==> config.mk <==
export PLATFORM = sky130hd
export DESIGN_NAME = kbd_port
export DESIGN_NICKNAME = d
export VERILOG_FILES = /design/src/rtl/kbd_pkg.sv /design/src/rtl/kbd_fifo.sv /design/src/rtl/kbd_port.sv
export SDC_FILE = /design/constraint.sdc
export NUM_CORES = 1
export LEC_CHECK = 0
export ABC_CLOCK_PERIOD_IN_PS = 7500
export CORE_MARGIN = 10
export CORE_UTILIZATION = 61
export CTS_BUF_LIST = sky130_fd_sc_hd__clkbuf_4
export DETAILED_ROUTE_END_ITERATION = 7
export PLACE_DENSITY = 0.94
export SYNTH_ARGS = -nofsm -noshare
export SYNTH_HDL_FRONTEND = slang
export SYNTH_HIERARCHICAL = 1
export SYNTH_SLANG_ARGS = --single-unit
==> constraint.sdc <==
create_clock -name clock -period 7.5 [get_ports clock]
set_input_delay 1.875 -clock clock [delete_from_list [all_inputs] [get_ports clock]]
set_output_delay 1.875 -clock clock [all_outputs]
set_load 0.01 [all_outputs]
==> src/rtl/kbd_pkg.sv <==
// Shared constants for the keyboard port bridge: default port numbers and
// status register field positions.
package kbd_pkg;

    localparam logic [7:0] DEF_PORT_DATA = 8'h00;
    localparam logic [7:0] DEF_PORT_STAT = 8'h01;

    localparam int ST_NE   = 0;
    localparam int ST_FULL = 1;
    localparam int ST_OVF  = 2;
    localparam int ST_IEN  = 3;

    localparam int ST_CNT_LSB = 4;
    localparam int ST_CNT_W   = 4;

endpackage

==> src/rtl/kbd_fifo.sv <==
// Small synchronous FIFO; a push into a full FIFO is accepted when a pop
// frees the head slot on the same edge.
module kbd_fifo #(
    parameter int DEPTH = 8,
    parameter int W     = 8
) (
    input  logic         clock,
    input  logic         reset_n,
    input  logic         push,
    input  logic         pop,
    input  logic [W-1:0] din,
    output logic [W-1:0] dout,
    output logic [3:0]   count,
    output logic         full,
    output logic         empty
);
    localparam int AW = $clog2(DEPTH);

    logic [W-1:0]  mem [DEPTH];
    logic [AW-1:0] wr_ptr;
    logic [AW-1:0] rd_ptr;
    logic          do_push;
    logic          do_pop;

    assign full    = (count == 4'(DEPTH));
    assign empty   = (count == 4'd0);
    assign do_pop  = pop && !empty;
    assign do_push = push && (!full || do_pop);
    assign dout    = mem[rd_ptr];

    always_ff @(posedge clock) begin
        if (do_push) begin
            mem[wr_ptr] <= din;
        end
    end

    always_ff @(posedge clock or negedge reset_n) begin
        if (!reset_n) begin
            wr_ptr <= '0;
            rd_ptr <= '0;
            count  <= 4'd0;
        end else begin
            if (do_push) begin
                wr_ptr <= wr_ptr + AW'(1);
            end
            if (do_pop) begin
                rd_ptr <= rd_ptr + AW'(1);
            end
            case ({do_push, do_pop})
                2'b10:   count <= count + 4'd1;
                2'b01:   count <= count - 4'd1;
                default: count <= count;
            endcase
        end
    end

endmodule

==> src/rtl/kbd_port.sv <==
// Keyboard byte FIFO exposed on two CPU I/O ports with a level interrupt.
// Define KBD_PORT_IRQ_EN to build the ien register and irq output.
module kbd_port
    import kbd_pkg::*;
#(
    parameter int         DEPTH     = 8,
    parameter logic [7:0] PORT_DATA = DEF_PORT_DATA,
    parameter logic [7:0] PORT_STAT = DEF_PORT_STAT
) (
    input  logic       clock,
    input  logic       reset_n,
    input  logic       kdone,
    input  logic [7:0] ascii,
    input  logic [7:0] port_a,
    input  logic       port_rd,
    input  logic       port_we,
    input  logic [7:0] port_o,
    output logic [7:0] port_q,
    output logic       sel,
    output logic       irq
);
    logic       hit_data;
    logic       hit_stat;
    logic       pop_ok;
    logic       ovf_set;
    logic       stat_wr;
    logic       ovf;
    logic       ien;
    logic [7:0] head;
    logic [7:0] status;
    logic [3:0] count;
    logic       full;
    logic       empty;

    assign hit_data = (port_a == PORT_DATA);
    assign hit_stat = (port_a == PORT_STAT);
    assign sel      = hit_data || hit_stat;
    assign pop_ok   = port_rd && hit_data && !empty;
    assign stat_wr  = port_we && hit_stat;
    // A full FIFO only drops the byte when no pop frees a slot this edge.
    assign ovf_set  = kdone && full && !pop_ok;

    kbd_fifo #(
        .DEPTH (DEPTH),
        .W     (8)
    ) u_fifo (
        .clock   (clock),
        .reset_n (reset_n),
        .push    (kdone),
        .pop     (pop_ok),
        .din     (ascii),
        .dout    (head),
        .count   (count),
        .full    (full),
        .empty   (empty)
    );

    always_ff @(posedge clock or negedge reset_n) begin
        if (!reset_n) begin
            ovf <= 1'b0;
        end else if (ovf_set) begin
            ovf <= 1'b1;
        end else if (stat_wr && port_o[ST_OVF]) begin
            ovf <= 1'b0;
        end
    end

`ifdef KBD_PORT_IRQ_EN
    always_ff @(posedge clock or negedge reset_n) begin
        if (!reset_n) begin
            ien <= 1'b0;
        end else if (stat_wr) begin
            ien <= port_o[ST_IEN];
        end
    end
    assign irq = ien && !empty;
    logic unused_port_o;
    assign unused_port_o = ^{port_o[7:4], port_o[1:0]};
`else
    assign ien = 1'b0;
    assign irq = 1'b0;
    logic unused_port_o;
    assign unused_port_o = ^{port_o[7:3], port_o[1:0]};
`endif

    always_comb begin
        status                           = 8'h00;
        status[ST_NE]                    = !empty;
        status[ST_FULL]                  = full;
        status[ST_OVF]                   = ovf;
        status[ST_IEN]                   = ien;
        status[ST_CNT_LSB +: ST_CNT_W]   = count;
    end

    always_comb begin
        port_q = 8'hFF;
        if (hit_data) begin
            port_q = empty ? 8'h00 : head;
        end else if (hit_stat) begin
            port_q = status;
        end
    end

endmodule

==> results of run 1 <==
==> flip-flops by register name (all words and copies together), names as in the netlist <==
register and cells:
u_fifo/wr_ptr 3, u_fifo/rd_ptr 3, u_fifo/count 4, u_fifo/mem 64, ovf 1
==> per-layer routing <==
metal | track usage (%) | vias up
li1 | - | 818
met1 | 18.2 | 898
met2 | 24.3 | 64
met3 | 4.64 | 9
met4 | 6.84 | 0
met5 | 0 | -
==> cell families (layout without fill, tap and decap cells) <==
group / after synthesis / after routing
other: 1 / 1
xor gates and xnor gates: 6 / 6
muxes: 29 / 29
DFF: 75 / 75
adders and majority gates: 5 / 5
buffers and inverters: 16 / 54
and+or+nand+nor: 43 / 43
AOI/OAI and AO/OA: 15 / 15
==> stage by stage <==
stage                     hold WS (ns)  power, mW  util (%)  setup WS, ns  instance area, sq um
after detailed placement         0.491      0.785      70.4          1.97                  3690
after floorplan                  0.468      0.721         -          3.01                  3360
after global routing             0.539       1.02      72.4          1.92                  3790
after CTS                        0.517      0.978      72.4          1.97                  3790
after global placement           0.491      0.769      70.4          2.04                  3690
final                            0.523      0.974      72.4          2.00                  3790
==> synthesized netlist by cell type (2+ instances only) <==
cell       n
ha_1       4
xnor2_1    4
nor3_1     2
nand3_1    3
xor2_1     2
or3_1      2
inv_1      6
buf_2      3
dfrtp_1   11
a21oi_1    2
or2_2      2
mux2i_1    2
buf_6      2
a221o_1    5
nor2_1    10
edfxtp_1  64
nand2b_1   4
mux2_2    10
nand2_1   12
mux4_1    16
==> critical path, cell delays in order <==
cell	delay, ns
clkdlybuf4s50_1	0.44
nor4_4	0.37
nand2_2	0.16
a221o_1	0.29
clkdlybuf4s50_1	0.49
==> area by class of cell <==
class | instances | area (sq um) | area share (%)
timing repair buffer | 32 | 315 | 8.32
inverter | 7 | 26.3 | 0.693
clock buffer | 9 | 67.6 | 1.78
tap | 70 | 87.6 | 2.31
clock inverter | 6 | 33.8 | 0.891
multi-input combinational | 99 | 1060 | 28.1
sequential | 75 | 2200 | 58.0
==> final timing paths <==
kind,depth (start not counted),end,slack [ns],startpoint
min in group asynchronous,1,u_fifo/count[2],1.78,reset_n
hold reg to reg,1,ovf,0.52,ovf
max in group asynchronous,1,u_fifo/rd_ptr[1],5.36,reset_n
setup reg to reg,13,u_fifo/count[3],4.17,u_fifo/count[1]
hold / removal,1,ovf,0.52,ovf
setup / recovery,5,port_q[1],2.00,port_a[2]
==> power by group through the flow <==
stage          sequential [mW]  combinational, mW  clock, mW
2_1_floorplan            0.561              0.159          0
6_report                 0.571              0.205      0.197
3_3_place_gp             0.575              0.194          0
5_1_grt                  0.578              0.224      0.221
4_1_cts                  0.571              0.207      0.201
3_5_place_dp             0.580              0.205          0
==> flow_metrics.py, run 1 <==
metrics = {
    "flow_run": {
        "max-cap-violations": 0,
    },
    "timing": {
        "rsz0062_at_grt": "no",
        "min_period_ns": 5.50,
        "slew_headroom_pct": 36.9,
        "worst_pin_slew_ns": 0.942,
        "fin_skew_ns": 0.0143,
        "setup_viol": 0,
        "slew_viol_final": 0,
        "finalHoldViolCount": 0,
        "fin_setup_tns_ns": 0,
        "fin_crit_sh_pct": 73.4,
        "fmax_mhz": 182,
    },
    "global_route": {
        "grt_pass1_vias": 1824,
        "grt_max_degree": 19,
        "antenna_found_initial": 0,
        "grt_remaining_overflow": 0,
        "grt_usage_pct": 15.1,
        "grt_pass1_wl_um": 9900,
    },
    "setup_path": {
        "endpoint_kind": "output port",
        "cp-start-kind": "primary input",
        "cp.arrival_ns": 3.63,
        "required_ns": 5.62,
        "worstSetupPathType": "in2out",
        "worstPathMaxFanout": 6,
    },
    "power": {
        "switchingPower_uw": 288,
        "p_sw_share_pct": 29.6,
        "p_per_area_nw_per_um2": 257,
        "internal-power_uw": 685,
        "comb_power_share_pct": 21.1,
        "power.leakage_nw": 1.32,
        "peakVddDrop_uv": 150,
        "seqPwrFrac_pct": 58.7,
        "clockPowerShare_pct": 20.3,
    },
    "routing": {
        "routed_via_density": 6.00,
        "drt-total-wl_um": 6300,
        "antenna_left": 0,
        "top_layer": "met4",
        "drt_iter0_markers": 128,
        "wl_met2_um": 3110,
        "drc": 0,
        "wl_per_cell_um": 21.1,
        "num_vias": 1789,
        "first_pass_iters": 4,
        "met3_wirelength_um": 394,
        "met1_length_um": 2690,
    },
    "clocking": {
        "h-tree-depth": 3,
        "ctsResizeCount": 0,
        "post_cts_buffers": 0,
        "clk_latency_ns": 0.42,
        "cts_made_buffers": 9,
        "path_clk_slew_ns": 0.11,
        "hold_buffers": 0,
        "clock-sinks": 75,
        "clk_path_buf_depth": 2,
        "cts_tree": "done",
        "cts_root_buf": "clkbuf_4",
    },
    "cells_and_area": {
        "finish.net_count": 258,
        "layout_common_cells": "edfxtp_1 (64), clkdlybuf4s50_1 (30), mux4_1 (16), nand2_1 (12), dfrtp_1 (11)",
        "antenna_cells": 0,
        "n_fill_cell": 323,
        "drive_gt1_share_pct": 16.7,
        "mostFrequentLayoutCell": "edfxtp_1",
        "final_cells": 298,
        "area_growth_pct": 12.8,
    },
    "floorplan": {
        "coreArea_sq_um": 5240,
        "fp-row-count": 26,
        "dieArea_sq_um": 8880,
        "die_h_um": 94.2,
        "start_util_pct": 64.1,
        "ios": 39,
        "die_x_um": 94.2,
    },
    "run_status": {
        "status": "complete, no violations",
    },
    "synth": {
        "synth_largest_area_cell": "edfxtp_1",
        "synth.top_cell.area_share_pct": 57.2,
        "yosysSeqAreaShare_pct": 65.4,
        "async_flop_share_pct": 14.7,
        "yosys_warnings": 6,
        "syn_nets": 224,
        "synth-simple-area-share_pct": 6.82,
        "yosys.area_share.adder_pct": 2.09,
        "synth.area.mux_share_pct": 16.9,
        "ys_ff_latch": 75,
        "synth_cell_type_count": 44,
        "synth_compound_area_share_pct": 4.17,
        "synth_edf_count": 64,
        "synth_cells": 190,
        "synth_top_family_by_area": "multiplexers",
        "synth_area_leaders": "edfxtp_1 (57%), mux4_1 (13%), dfrtp_1 (8.2%)",
        "synth_area_per_cell_sq_um": 17.7,
        "synth_ff_type": "edfxtp_1",
        "synth-xor-area-share_pct": 1.56,
        "netlist_area_sq_um": 3360,
    },
    "place": {
        "dp.cells": 283,
        "port_buffers": 30,
        "gp_congestion": 0.807,
        "dp_hpwl_um": 4280,
    },
    "hold_path": {
        "hp-class": "reg2reg",
    },
}
Note: power is estimated with default switching activity, not from simulation.
==> run 2: changes to the inputs <==
--- a/config.mk
+++ b/config.mk
@@ -5,12 +5,12 @@
 export SDC_FILE = /design/constraint.sdc
 export NUM_CORES = 1
 export LEC_CHECK = 0
-export ABC_CLOCK_PERIOD_IN_PS = 7500
+export ABC_CLOCK_PERIOD_IN_PS = 5450
 export CORE_MARGIN = 10
-export CORE_UTILIZATION = 61
+export CORE_UTILIZATION = 58
 export CTS_BUF_LIST = sky130_fd_sc_hd__clkbuf_4
 export DETAILED_ROUTE_END_ITERATION = 7
-export PLACE_DENSITY = 0.94
+export PLACE_DENSITY = 0.9
 export SYNTH_ARGS = -nofsm -noshare
 export SYNTH_HDL_FRONTEND = slang
 export SYNTH_HIERARCHICAL = 1
==> constraint.sdc (replaced) <==
create_clock -name clock -period 5.45 [get_ports clock]
set_input_delay 1.3625 -clock clock [delete_from_list [all_inputs] [get_ports clock]]
set_output_delay 1.3625 -clock clock [all_outputs]
set_load 0.01 [all_outputs]
==> flow_metrics.py, run 2 (same netlist as run 1, synthesis figures left out) <==
metrics = {
    "cells_and_area": {
        "area.sequential_sq_um": 2200,
        "largest_reg_flops": 64,
        "finish.net_count": 258,
        "drive_gt1_share_pct": 16.2,
        "n_fill_cell": 375,
        "top_register": "u_fifo/mem",
        "multi_input_area_sq_um": 1060,
        "layout_common_cells": "edfxtp_1 (64), clkdlybuf4s50_1 (30), mux4_1 (16), nand2_1 (12)",
        "final_cells": 300,
        "final_area_sq_um": 3820,
        "mostFrequentLayoutCell": "edfxtp_1",
        "area_growth_pct": 13.6,
        "reg.largest.list": "u_fifo/mem: 64 flops, u_fifo/count: 4 flops",
        "antenna_cells": 0,
    },
    "run_status": {
        "status": "complete, no violations",
    },
    "routing": {
        "routed_via_density": 6.08,
        "num_vias": 1825,
        "drt-total-wl_um": 6350,
        "drc": 0,
        "drt_iter0_markers": 179,
        "antenna_left": 0,
        "first_pass_iters": 5,
        "wl_per_cell_um": 21.2,
    },
    "timing": {
        "worst_pin_slew_ns": 0.916,
        "finalHoldViolCount": 0,
        "setup_ws_ns": 0.950,
        "rsz0062_at_grt": "no",
        "fin_setup_tns_ns": 0,
        "fin_crit_sh_pct": 82.6,
        "slew_headroom_pct": 38.7,
        "fmax_mhz": 222,
        "fin_skew_ns": 0.0103,
        "slew_viol_final": 0,
        "min_period_ns": 4.50,
        "setup_viol": 0,
    },
    "global_route": {
        "grt_max_degree": 19,
        "antenna_found_initial": 0,
        "grt_pass1_vias": 1847,
        "grt_pass1_wl_um": 9990,
        "grt_usage_pct": 14.8,
        "grt_remaining_overflow": 0,
    },
    "clocking": {
        "cts_made_buffers": 9,
        "ctsResizeCount": 0,
        "clk_path_buf_depth": 2,
        "clock-sinks": 75,
        "h-tree-depth": 3,
        "post_cts_buffers": 0,
        "cts_root_buf": "clkbuf_4",
        "hold_buffers": 0,
        "clk_latency_ns": 0.40,
        "cts_tree": "done",
        "path_clk_slew_ns": 0.11,
    },
    "setup_path": {
        "crit_family": "multiplexers",
        "r2r_setup_slack_ns": 1.99,
        "worstPathMaxFanout": 18,
        "endpoint_kind": "output port",
        "cpPeakStageDelay_ns": 0.96,
        "required_ns": 4.09,
        "cp.arrival_ns": 3.14,
        "worstSetupPathType": "reg2out",
        "critPathBufInv": 1,
        "crit_slowest_cell": "dfrtp_1",
        "crit_chain": "mux4_1 -> mux2_2 -> nor3b_1 -> a21oi_1 -> nand2_1 -> clkdlybuf4s50_1",
        "cp-start-kind": "flip-flop",
    },
    "place": {
        "dp.cells": 285,
        "gp_congestion": 0.835,
        "dpl-instance-area_sq_um": 3690,
        "port_buffers": 30,
        "pre_cts_ws_ns": 0.972,
        "dp_hpwl_um": 4220,
    },
    "floorplan": {
        "fp-row-count": 27,
        "dieArea_sq_um": 9240,
        "coreArea_sq_um": 5570,
        "die_h_um": 96.1,
        "die_x_um": 96.1,
        "ios": 39,
        "start_util_pct": 60.3,
    },
    "hold_path": {
        "hp-class": "reg2reg",
    },
    "power": {
        "power.leakage_nw": 1.34,
        "power_mw": 1.39,
        "p_per_area_nw_per_um2": 363,
        "peakVddDrop_uv": 232,
    },
    "flow_run": {
        "max-cap-violations": 0,
    },
}
==> run 2: changes by cell type in the layout (fill, tap and decap cells not counted), sizes merged <==
cell	previous run	this run
clkbuf	9	11
clkinvlp	2	0
bufinv	0	1
clkinv	4	3
==> run 2: worst register-to-register path: cells and delay by family, from the launching register on <==
kind / cells / cell delay (ns)
AO/OA/AOI/OAI: 2 / 0.38
buffers and inverters: 2 / 0.38
adder cells (fa/ha/maj): 1 / 0.25
multiplexers: 1 / 0.23
AND/OR/NAND/NOR: 7 / 1.73
flip-flops: 1 / 0.44
==> run 2: final timing paths <==
| check | from | endpoint | cells after the start |
|---|---|---|---|
| worst max-delay path | u_fifo/rd_ptr[0] | port_q[5] | 6 |
| worst min-delay path | ovf | ovf | 1 |
| worst max register to register | u_fifo/count[2] | u_fifo/count[3] | 13 |
| worst min register to register | ovf | ovf | 1 |
| max in group asynchronous | reset_n | u_fifo/rd_ptr[1] | 1 |
| min in group asynchronous | reset_n | u_fifo/rd_ptr[2] | 1 |
==> run 2: area by class of cell <==
type,instances,area share (%)
Clock inverter,4,1.11
Sequential cell,75,57.6
Tap cell,72,2.36
Clock buffer,11,2.16
Timing Repair Buffer,32,8.26
Inverter,7,0.688
Multi-Input combinational cell,99,27.9
==> run 2: metal layers <==
layer	global-route usage, %	part of all wire (%)	up-vias
met3	5.14	8.8	13
met1	17.7	41	915
met5	0	0	-
met4	7.25	2.0	0
met2	23.4	49	78
li1	-	-	819
==> run 2: per-stage QoR <==
step / util [%] / hold slack (ns)
4_1_cts: 68.5 / 0.535
2_1_floorplan: - / 0.468
3_3_place_gp: 66.2 / 0.485
5_1_grt: 68.5 / 0.557
6_report: 68.5 / 0.540
3_5_place_dp: 66.2 / 0.510
==> run 2: power breakdown <==
| part | switching, mW | internal (mW) | total, mW |
|---|---|---|---|
| logic | 0.148 | 0.130 | 0.279 |
| registers | 0.0653 | 0.725 | 0.790 |
| clock network | 0.173 | 0.145 | 0.317 |
| total | 0.386 | 1.00 | 1.39 |
